`src/rtl/mc_ctrl_pkg.sv`:
```
// Shared types and encodings for the multi-cycle RV32I controller:
// FSM states, opcodes, ALU operations and datapath mux selects.
package mc_ctrl_pkg;

  typedef enum logic [3:0] {
    FETCH, DECODE, MEMADR, MEMRD, MEMWR, MEMWB,
    EXEC_R, EXEC_I, ALUWB, BRANCH, JAL, HALT
  } state_t;

  localparam logic [6:0] OP_LOAD   = 7'b0000011;
  localparam logic [6:0] OP_STORE  = 7'b0100011;
  localparam logic [6:0] OP_R      = 7'b0110011;
  localparam logic [6:0] OP_I      = 7'b0010011;
  localparam logic [6:0] OP_BRANCH = 7'b1100011;
  localparam logic [6:0] OP_JAL    = 7'b1101111;
  localparam logic [6:0] OP_SYSTEM = 7'b1110011;

  localparam logic [2:0] F3_BEQ = 3'b000;
  localparam logic [2:0] F3_BNE = 3'b001;

  localparam logic [2:0] ALU_ADD = 3'b000;
  localparam logic [2:0] ALU_SUB = 3'b001;
  localparam logic [2:0] ALU_AND = 3'b010;
  localparam logic [2:0] ALU_OR  = 3'b011;
  localparam logic [2:0] ALU_SLT = 3'b101;

  localparam logic [1:0] SRCA_PC    = 2'b00;
  localparam logic [1:0] SRCA_OLDPC = 2'b01;
  localparam logic [1:0] SRCA_RD1   = 2'b10;

  localparam logic [1:0] SRCB_RD2  = 2'b00;
  localparam logic [1:0] SRCB_IMM  = 2'b01;
  localparam logic [1:0] SRCB_FOUR = 2'b10;

  localparam logic [1:0] IMM_I = 2'b00;
  localparam logic [1:0] IMM_S = 2'b01;
  localparam logic [1:0] IMM_B = 2'b10;
  localparam logic [1:0] IMM_J = 2'b11;

  localparam logic [1:0] RES_ALUOUT  = 2'b00;
  localparam logic [1:0] RES_MEMDATA = 2'b01;
  localparam logic [1:0] RES_ALU     = 2'b10;

endpackage

```
`src/rtl/mc_alu_decoder.sv`:
```
// Combinational ALU operation select for R-type and I-type arithmetic.
// Only R-type uses funct7[5] (sub); everything else defaults to add.
module mc_alu_decoder
  import mc_ctrl_pkg::*;
(
  input  logic [6:0] opcode,
  input  logic [2:0] funct3,
  input  logic       funct7b5,
  output logic [2:0] alu_ctrl
);

  always_comb begin
    alu_ctrl = ALU_ADD;
    if (opcode == OP_R || opcode == OP_I) begin
      case (funct3)
        3'b000:  alu_ctrl = (opcode == OP_R && funct7b5) ? ALU_SUB : ALU_ADD;
        3'b010:  alu_ctrl = ALU_SLT;
        3'b110:  alu_ctrl = ALU_OR;
        3'b111:  alu_ctrl = ALU_AND;
        default: alu_ctrl = ALU_ADD;
      endcase
    end
  end

endmodule

```
`src/rtl/multicycle_controller.sv`:
```
// Multi-cycle RV32I control FSM over a shared req/ready memory, with access timeout.
// Optional feature macro PERF_CNT_EN enables cycle_cnt / instret_cnt counters.
module multicycle_controller
  import mc_ctrl_pkg::*;
#(
  parameter int TIMEOUT_CYCLES = 16,
  parameter int CNT_WIDTH      = 32
) (
  input  logic                 clk,
  input  logic                 rst,
  input  logic [31:0]          instr,
  input  logic                 eq,
  input  logic                 mem_ready,
  output logic                 mem_req,
  output logic                 mem_we,
  output logic                 adr_src,
  output logic                 ir_write,
  output logic                 pc_write,
  output logic                 reg_write,
  output logic [1:0]           alu_src_a,
  output logic [1:0]           alu_src_b,
  output logic [1:0]           imm_src,
  output logic [2:0]           alu_ctrl,
  output logic [1:0]           result_src,
  output logic                 halted,
  output logic                 illegal_instr,
  output logic                 bus_error,
  output logic [CNT_WIDTH-1:0] cycle_cnt,
  output logic [CNT_WIDTH-1:0] instret_cnt
);

  localparam int WAIT_W = (TIMEOUT_CYCLES > 1) ? $clog2(TIMEOUT_CYCLES) : 1;

  state_t            state, state_next;
  logic [WAIT_W-1:0] wait_cnt;
  logic              set_illegal;
  logic              waiting, timeout_hit;
  logic [6:0]        opcode;
  logic [2:0]        funct3;
  logic [2:0]        alu_dec;
  logic              unused_instr_bits;

  assign opcode            = instr[6:0];
  assign funct3            = instr[14:12];
  assign unused_instr_bits = ^{instr[31], instr[29:15], instr[11:7]};

  mc_alu_decoder u_alu_dec (
    .opcode   (opcode),
    .funct3   (funct3),
    .funct7b5 (instr[30]),
    .alu_ctrl (alu_dec)
  );

  // Controls depend on mem_ready and eq within the same cycle, so they are decoded
  // combinationally from the registered state and forced low while reset is held.
  always_comb begin
    state_next  = state;
    set_illegal = 1'b0;
    mem_req     = 1'b0;
    mem_we      = 1'b0;
    adr_src     = 1'b0;
    ir_write    = 1'b0;
    pc_write    = 1'b0;
    reg_write   = 1'b0;
    alu_src_a   = SRCA_PC;
    alu_src_b   = SRCB_RD2;
    imm_src     = IMM_I;
    alu_ctrl    = ALU_ADD;
    result_src  = RES_ALUOUT;
    case (state)
      FETCH: begin
        mem_req = 1'b1;
        if (mem_ready) begin
          ir_write   = 1'b1;
          pc_write   = 1'b1;
          alu_src_b  = SRCB_FOUR;
          result_src = RES_ALU;
          state_next = DECODE;
        end
      end
      DECODE: begin
        alu_src_a = SRCA_OLDPC;
        alu_src_b = SRCB_IMM;
        imm_src   = IMM_B;
        case (opcode)
          OP_LOAD, OP_STORE: state_next = MEMADR;
          OP_R:              state_next = EXEC_R;
          OP_I:              state_next = EXEC_I;
          OP_BRANCH:         state_next = BRANCH;
          OP_JAL:            state_next = JAL;
          OP_SYSTEM:         state_next = HALT;
          default: begin
            state_next  = HALT;
            set_illegal = 1'b1;
          end
        endcase
      end
      MEMADR: begin
        alu_src_a  = SRCA_RD1;
        alu_src_b  = SRCB_IMM;
        imm_src    = (opcode == OP_STORE) ? IMM_S : IMM_I;
        state_next = (opcode == OP_LOAD) ? MEMRD : MEMWR;
      end
      MEMRD: begin
        mem_req = 1'b1;
        adr_src = 1'b1;
        if (mem_ready) state_next = MEMWB;
      end
      MEMWR: begin
        mem_req = 1'b1;
        mem_we  = 1'b1;
        adr_src = 1'b1;
        if (mem_ready) state_next = FETCH;
      end
      MEMWB: begin
        reg_write  = 1'b1;
        result_src = RES_MEMDATA;
        state_next = FETCH;
      end
      EXEC_R: begin
        alu_src_a  = SRCA_RD1;
        alu_src_b  = SRCB_RD2;
        alu_ctrl   = alu_dec;
        state_next = ALUWB;
      end
      EXEC_I: begin
        alu_src_a  = SRCA_RD1;
        alu_src_b  = SRCB_IMM;
        imm_src    = IMM_I;
        alu_ctrl   = alu_dec;
        state_next = ALUWB;
      end
      ALUWB: begin
        reg_write  = 1'b1;
        state_next = FETCH;
      end
      BRANCH: begin
        alu_src_a  = SRCA_RD1;
        alu_src_b  = SRCB_RD2;
        alu_ctrl   = ALU_SUB;
        state_next = FETCH;
        if (funct3 == F3_BEQ) begin
          pc_write = eq;
        end else if (funct3 == F3_BNE) begin
          pc_write = ~eq;
        end else begin
          state_next  = HALT;
          set_illegal = 1'b1;
        end
      end
      JAL: begin
        alu_src_a  = SRCA_OLDPC;
        alu_src_b  = SRCB_FOUR;
        imm_src    = IMM_J;
        pc_write   = 1'b1;
        state_next = ALUWB;
      end
      default: state_next = HALT;
    endcase
    if (!rst) begin
      {mem_req, mem_we, adr_src, ir_write, pc_write, reg_write} = '0;
      {alu_src_a, alu_src_b, imm_src, alu_ctrl, result_src}     = '0;
    end
  end

  assign waiting     = mem_req & ~mem_ready;
  assign timeout_hit = (TIMEOUT_CYCLES != 0) && waiting &&
                       (wait_cnt == WAIT_W'(TIMEOUT_CYCLES - 1));

  // The wait counter only runs during a stalled access, so it restarts with every access.
  always_ff @(posedge clk or negedge rst) begin
    if (!rst) begin
      state         <= FETCH;
      wait_cnt      <= '0;
      halted        <= 1'b0;
      illegal_instr <= 1'b0;
      bus_error     <= 1'b0;
    end else begin
      if (timeout_hit) begin
        state     <= HALT;
        halted    <= 1'b1;
        bus_error <= 1'b1;
      end else begin
        state <= state_next;
        if (state_next == HALT) halted <= 1'b1;
        if (set_illegal) illegal_instr <= 1'b1;
      end
      if (waiting) wait_cnt <= wait_cnt + WAIT_W'(1);
      else         wait_cnt <= '0;
    end
  end

`ifdef PERF_CNT_EN
  logic retire;

  // Every return to FETCH from another state marks one completed instruction.
  assign retire = (state_next == FETCH) && (state != FETCH) && !timeout_hit;

  always_ff @(posedge clk or negedge rst) begin
    if (!rst) begin
      cycle_cnt   <= '0;
      instret_cnt <= '0;
    end else begin
      if (state != HALT) cycle_cnt <= cycle_cnt + CNT_WIDTH'(1);
      if (retire) instret_cnt <= instret_cnt + CNT_WIDTH'(1);
    end
  end
`else
  assign cycle_cnt   = '0;
  assign instret_cnt = '0;
`endif

endmodule

```
`config.mk`:
```
export PLATFORM = sky130hd
export DESIGN_NAME = multicycle_controller
export DESIGN_NICKNAME = d
export VERILOG_FILES = /design/src/rtl/mc_ctrl_pkg.sv /design/src/rtl/mc_alu_decoder.sv /design/src/rtl/multicycle_controller.sv
export SDC_FILE = /design/constraint.sdc
export NUM_CORES = 1
export LEC_CHECK = 0
export ABC_AREA = 1
export CAP_MARGIN = 20
export CORE_UTILIZATION = 34
export DETAILED_ROUTE_END_ITERATION = 16
export PLACE_DENSITY = 0.78
export SYNTH_ARGS = -nofsm -noshare
export SYNTH_HDL_FRONTEND = slang
export SYNTH_HIERARCHICAL = 1
export SYNTH_SLANG_ARGS = --single-unit
```
`constraint.sdc`:
```
create_clock -name clk -period 1.8 [get_ports clk]
set_clock_uncertainty 0.05 [all_clocks]
set_input_delay 0.18 -clock clk [delete_from_list [all_inputs] [get_ports clk]]
set_output_delay 0.18 -clock clk [all_outputs]
set_load 0.01 [all_outputs]
```
==> results.txt, run 1 <==
----------------------------------------------------
[Floorplanning]
  Die Area ... 0.004932 mm²
  Number of I/O pins ... 120
  Die width ... 70.23 µm
  Die Height ... 70.23 µm
  Starting Density ... 35.86%
  Row cnt ... 24
  Total core area ... 0.004414 mm²

[Finish]
  Number of nets at the end of the flow ... 342
  Commonest non-fill, non-tap cell in the layout ... conb_1
  Most used cells in the layout excluding fill and tap cells ... conb_1 (64), nand2_1 (40), buf_4 (33)
  Layout Utilization ... 46.54%
  Share of final-layout standard cells stronger than drive strength 1 ... 26.97%
  Antenna cell count ... 0
  Synth-to-layout area growth ... 29.80%

[Pwr]
  Peak supply drop ... 436.4 µV
  Total power density per cell area ... 318.2 mW/mm²
  Lkg Pwr ... 1.190 nW

[Global routing]
  Initial antenna violation count ... 0
  Via count of the first global-routing pass ... 1302
  Total congestion overflow ... 0
  Total routing usage reported by global routing ... 13.27%
  First-pass GRT wire length ... 5464 µm
  Largest net degree at the start of global routing ... 13

[Synth]
  Yosys cell types ... 31
  Synthesized netlist cell count ... 235
  Warnings from Yosys ... 6
  #FFs+latches synth ... 11
  Sequential share of the synthesized area ... 17.39%
  Cell area after synthesis ... 0.001583 mm²
  Synthesized area per cell ... 6.735 µm²

[Clock tree]
  Clock root buffer ... clkbuf_8
  CTS hold repair buffers ... 0
  Total number of clock tree sinks ... 11
  CTS buffer count ... 3
  H-Tree Depth ... 1
  Clock tree from TritonCTS ... built
  Insertion delay of the later-clocked pin in the worst-skew pair ... 240 ps
  Number of buffers on the longest clock path ... 2
  Clock-pin slew on the worst setup and hold paths ... 50 ps

[Hold path]
  Hold/Removal Path Class ... input pin to asynchronous set/reset pin

[Place]
  Setup slack after placement ... -240.5 ps
  Estimated wirelength of the detail-placed design ... 2697 µm
  Port Buffer Count ... 34
  Gpl congestion ... 0.7816

[Route]
  Per-cell via count in the routed design ... 4.104
  Post-detailed-route wirelength per cell ... 9.174 µm
  Residual antenna-violating net count after detailed routing ... 0
  Pre-antenna DRT Iters ... 4
  Total Routed Length ... 3266 µm
  DRC violation total after the first TritonRoute iteration ... 23
  DRC viols ... 0
  Overall via count from detail_route ... 1461

[Critical path]
  Worst reg-to-reg setup slack ... 130 ps
  Critical path data required time ... 1570 ps
  Largest driver fanout on the critical path ... 5
  Setup crit end kind ... output port
  Category of the most critical setup path ... register to output port
  Worst setup SP type ... register
  Data arrival at the endpoint of the critical path ... 1560 ps

[STA]
  Fin. max-slew vios ... 0
  Min Tclk post-route ... 1786 ps
  Unrepaired setup endpoints after global routing ... true
  Achievable frequency ... 559.9 MHz
  Setup Viol. Count Final ... 0
  Final hold vios ... 0
  Post-route clock period utilization ... 99.23%
  Setup slack of the critical path after layout ... 13.83 ps
  Setup TNS Final ... 0 ps
  Worst Hold Slack ... 378.5 ps

[Flow run]
  Max-cap viol count ... 0

[Status]
  Status ... finished, final reports clean

----------------------------------------------------
Yosys cell counts:
library cell,n,area share (%)
a31o_2,1,0.55
nor3_1,2,0.63
dfrtp_1,11,17
nand4_2,1,0.79
inv_4,1,0.40
nand3_1,10,3.2
a31oi_4,1,1.3
nor2_2,3,1.2
o22ai_1,1,0.40
nor2_1,28,6.6
nand2_4,2,1.4
xor2_1,2,1.1
buf_4,66,31
nand3_2,2,1.3
a31oi_1,1,0.40
buf_1,1,0.24
nand3b_1,3,1.4
o31ai_1,1,0.47
inv_1,28,6.6
nor3_2,1,0.63
o21ai_0,3,0.95
nand2_2,2,0.79
nor2_8,2,2.5
o211ai_1,1,0.47
inv_2,4,0.95
conb_1,1,0.24
a21oi_1,8,2.5
ha_1,1,0.79
nand4_1,2,0.79
nand2_1,41,9.7
nor2_4,4,2.8
registers in the layout, indices dropped and copies added, names as in the netlist:
| register | count |
|---|---|
| halted | 1 |
| wait_cnt | 4 |
| illegal_instr | 1 |
| bus_error | 1 |
| state | 4 |
critical path, cell delays in order (launching register included):
cell	delay, ps
dfrtp_1	430
buf_4	170
nor2_4	150
nand2_2	120
a21oi_1	190
clkdlybuf4s15_2	250
power breakdown:
| group | internal, mW | switching (mW) |
|---|---|---|
| sequential | 0.248 | 0 |
| clock | 0.155 | 0.0898 |
| combinational | 0.0551 | 0.106 |
routing by layer:
metal	track usage, %	part of all wire (%)
met1	15.24	41
met5	0	0
met3	2.020	4.4
met2	24.76	53
met4	4.222	1.3
logic make-up (layout without fill, tap and decap cells):
family                     count (synthesis)  after routing  share of synthesized area [%]
other                                      1             64                         0.2369
buffers and inverters                    100            106                          39.53
and+or+nand+nor                          103            103                          33.83
AOI/OAI and AO/OA                         17             17                          7.115
xor gates and xnor gates                   2              2                          1.107
DFF                                       11             11                          17.39
adders and majority gates                  1              1                         0.7904
repair_timing:
item | 4_1_cts | 5_1_grt
pin swaps | 3 | 3
resized for setup | 48 | 10
hold endpoints to repair | 0 | 0
setup buffers | 4 | 1
endpoints found under the setup margin | 17 | 10
path summary, 6_finish.rpt:
check,startpoint,to,cells past startpoint
setup / recovery,state[2],alu_src_b[1],5
hold / removal,rst,state[2],3
setup reg to reg,state[1],halted,11
hold reg to reg,wait_cnt[0],wait_cnt[0],1
max in group asynchronous,rst,state[0],3
min in group clk,wait_cnt[0],wait_cnt[0],1
metrics by stage:
stage,cell area [µm²],cells,power (mW)
final,2054,356,0.6538
after global routing,2054,356,0.7024
after CTS,2053,355,0.6624
after detailed placement,1951,347,0.4093
after global placement,1951,347,0.4070
after floorplan,1819,298,0.4388
final cells by class:
class,count,area (µm²)
Multi-Input combinational cell,187,969.7
Inverter,33,126.4
Clock buffer,4,45.04
Tap cell,52,65.06
Fill cell,450,2360
Timing Repair Buffer,69,569.3
Sequential cell,11,279.0
Note: power is estimated with default switching activity, not from simulation.
==> run 2: changes to the inputs <==
--- a/config.mk
+++ b/config.mk
@@ -9,7 +9,7 @@
 export CAP_MARGIN = 20
 export CORE_UTILIZATION = 34
 export DETAILED_ROUTE_END_ITERATION = 16
-export PLACE_DENSITY = 0.78
+export PLACE_DENSITY_LB_ADDON = 0.2
 export SYNTH_ARGS = -nofsm -noshare
 export SYNTH_HDL_FRONTEND = slang
 export SYNTH_HIERARCHICAL = 1
==> run 2 against run 1 <==
Clock-buffer cell count unchanged. Flip-flop and latch count unchanged. Global-route usage down 0.80 points. Die area unchanged. Sequential share of layout area up 0.17 points. Largest power group unchanged.
==> results.txt, run 2 (synthesis gave the netlist of run 1 again) <==
----------------------------------------------------
[STA]
  Final hold vios ... 0 (unchanged)
  Fin. max-slew vios ... 0 (unchanged)
  Min Tclk post-route ... 1729 ps (was 1786 ps)
  Setup Viol. Count Final ... 0 (unchanged)
  Post-route clock period utilization ... 96.04% (was 99.23%)
  Achievable frequency ... 578.4 MHz (was 559.9 MHz)

[Clock tree]
  CTS hold repair buffers ... 0 (unchanged)
  Clock root buffer ... clkbuf_8 (unchanged)
  Clock tree from TritonCTS ... built (unchanged)
  Clock-pin slew on the worst setup and hold paths ... 50 ps (about the same)
  Total number of clock tree sinks ... 11 (unchanged)
  CTS buffer count ... 3 (unchanged)
  Insertion delay of the later-clocked pin in the worst-skew pair ... 230 ps (was 240 ps)
  H-Tree Depth ... 1 (unchanged)
  Number of buffers on the longest clock path ... 2 (unchanged)

[Route]
  Per-cell via count in the routed design ... 3.834 (was 4.104)
  Post-detailed-route wirelength per cell ... 8.493 µm (was 9.174 µm)
  Overall via count from detail_route ... 1361 (was 1461)
  DRC violation total after the first TritonRoute iteration ... 35 (was 23)
  Pre-antenna DRT Iters ... 6 (was 4)
  Residual antenna-violating net count after detailed routing ... 0 (unchanged)
  DRC viols ... 0 (unchanged)
  Total Routed Length ... 3015 µm (was 3266 µm)

[Finish]
  Synth-to-layout area growth ... 27.59% (was 29.80%)
  Antenna cell count ... 0 (unchanged)
  Fill cells ... 491 (was 450)
  Area of all placed cells without fillers ... 0.002019 mm² (was 0.002054 mm²)
  Share of final-layout standard cells stronger than drive strength 1 ... 26.73% (was 26.97%)
  Largest registers ... state x4, wait_cnt x4 (unchanged)
  Most used cells in the layout excluding fill and tap cells ... conb_1 (64), nand2_1 (40), buf_4 (32) (was conb_1 (64), nand2_1 (40), buf_4 (33))
  Commonest non-fill, non-tap cell in the layout ... conb_1 (unchanged)
  Number of nets at the end of the flow ... 341 (was 342)

[Floorplanning]
  Die Area ... 0.004932 mm² (unchanged)
  Die Height ... 70.23 µm (unchanged)
  Die width ... 70.23 µm (unchanged)
  Row cnt ... 24 (unchanged)
  Number of I/O pins ... 120 (unchanged)
  Total core area ... 0.004414 mm² (unchanged)
  Starting Density ... 35.86% (unchanged)

[Pwr]
  Peak supply drop ... 332.4 µV (was 436.4 µV)
  Switching pwr ... 0.1894 mW (was 0.1956 mW)
  Clock share of power ... 37.0% (was 37.5%)
  Sequential cell fraction of total power ... 38.3% (was 37.9%)
  Overall power of the completed layout ... 0.6472 mW (was 0.6538 mW)
  Lkg Pwr ... 1.161 nW (was 1.190 nW)
  Fraction of power spent switching nets ... 29.27% (was 29.92%)
  Total power density per cell area ... 320.5 mW/mm² (was 318.2 mW/mm²)
  Logic pwr share ... 24.7% (was 24.6%)
  Internal portion of total power ... 0.4577 mW (was 0.4582 mW)

[Critical path]
  Category of the most critical setup path ... register to output port (unchanged)
  Data arrival at the endpoint of the critical path ... 1500 ps (was 1560 ps)
  Critical path data required time ... 1570 ps (about the same)
  Library cell contributing the largest single delay on the critical path ... dfrtp_2 (was dfrtp_1)
  Largest driver fanout on the critical path ... 5 (unchanged)
  Max stage delay on crit path ... 440 ps (was 430 ps)
  Worst setup SP type ... register (unchanged)
  Setup crit end kind ... output port (unchanged)
  Ordered list of cells on the worst path ... buf_4 > nor2_4 > nand3_4 > a21oi_1 > clkdlybuf4s15_1 (was buf_4 > nor2_4 > nand2_2 > a21oi_1 > clkdlybuf4s15_2)

[Global routing]
  Grt peak-use layer ... met2 (unchanged)
  Initial antenna violation count ... 0 (unchanged)
  Total congestion overflow ... 0 (unchanged)
  Global-route met2 utilization ... 21.80% (was 24.76%)
  Met3 Usage GRT ... 1.010% (was 2.020%)
  Via count of the first global-routing pass ... 1173 (was 1302)
  Total routing usage reported by global routing ... 12.48% (was 13.27%)
  Met1 GRT Util ... 17.17% (was 15.24%)
  Largest net degree at the start of global routing ... 13 (unchanged)
  First-pass GRT wire length ... 5209 µm (was 5464 µm)

[Flow run]
  Max-cap viol count ... 0 (unchanged)

[Place]
  Standard cell area after detailed placement ... 0.001973 mm² (was 0.001951 mm²)
  Estimated wirelength of the detail-placed design ... 2601 µm (was 2697 µm)
  Gpl congestion ... 0.7933 (was 0.7816)
  Port Buffer Count ... 34 (unchanged)

[Hold path]
  Hold/Removal Path Class ... input pin to asynchronous set/reset pin (unchanged)

[Status]
  Status ... finished, final reports clean (unchanged)

----------------------------------------------------
==> run 2: cell types whose count changed in the layout (fill, tap and decap cells not counted), moves of 2 or more <==
cell and delta:
clkdlybuf4s15_1 +3, dlygate4sd2_1 -3, clkbuf_2 +4, buf_2 -2
==> run 2: cell type report <==
type	count	area (µm²)	share of cell area, %
Multi-Input combinational cell	187	960.9	47.58
Tap cell	52	65.06	3.222
Timing Repair Buffer	68	544.3	26.95
Inverter	33	126.4	6.258
Sequential cell	11	277.8	13.75
Clock buffer	4	45.04	2.230
==> run 2: worst max-delay path: cells and delay by family (launching register included) <==
| kind | cells | cell delay (ps) |
|---|---|---|
| flops | 1 | 440 |
| buf+inv | 2 | 410 |
| simple gates | 2 | 290 |
| compound gates | 1 | 140 |
==> run 2: per-stage QoR <==
step / std cells / hold WS (ps) / TNS [ps] / worst slack, ps / util, %
2_1_floorplan: 298 / -165.6 / 0 / 294.7 / -
3_3_place_gp: 350 / 402.3 / -1171 / -187.7 / 44.70
3_5_place_dp: 350 / 408.8 / -1299 / -211.2 / 44.70
4_1_cts: 355 / 398.0 / -0.01410 / -0.01410 / 46.06
5_1_grt: 355 / 431.7 / -2.792 / -2.792 / 45.75
6_report: 355 / 394.9 / 0 / 71.22 / 45.75
==> run 2: path summary, 6_finish.rpt <==
check / start / end / slack (ps) / depth (start not counted)
max in group asynchronous: rst / state[3] / 1140 / 3
min: rst / wait_cnt[3] / 390 / 3
min in group clk: wait_cnt[0] / wait_cnt[0] / 410 / 1
min reg2reg: wait_cnt[0] / wait_cnt[0] / 410 / 1
max: state[1] / alu_src_b[1] / 70 / 5
max reg2reg: state[1] / state[2] / 220 / 8
==> run 2: what timing repair did <==
item	4_1_cts	5_1_grt
hold endpoints to repair	0	0
resized for setup	32	26
pin swaps	0	4
endpoints found under the setup margin	17	13
buffers inserted	1	0
==> run 2: power by group through the flow <==
stage | Clock (mW) | Sequential [mW] | Combinational [mW]
after global routing | 0.257 | 0.247 | 0.179
after global placement | 0 | 0.252 | 0.157
after CTS | 0.243 | 0.248 | 0.158
after detailed placement | 0 | 0.252 | 0.157
final | 0.239 | 0.248 | 0.160
after floorplan | 0 | 0.252 | 0.187
==> run 2: routing by layer <==
metal  wire length, µm  share of wire, %
met1              1434                48
met2              1442                48
met3               123               4.1
met4                14              0.46
met5                 0                 0
==> run 3: changes to the inputs <==
--- a/config.mk
+++ b/config.mk
@@ -6,7 +6,7 @@
 export NUM_CORES = 1
 export LEC_CHECK = 0
 export ABC_AREA = 1
-export CAP_MARGIN = 20
+export CAP_MARGIN = 15
 export CORE_UTILIZATION = 34
 export DETAILED_ROUTE_END_ITERATION = 16
 export PLACE_DENSITY_LB_ADDON = 0.2
==> results of run 3 <==
No change in the layout: final DEF, timing and power equal those of run 2.
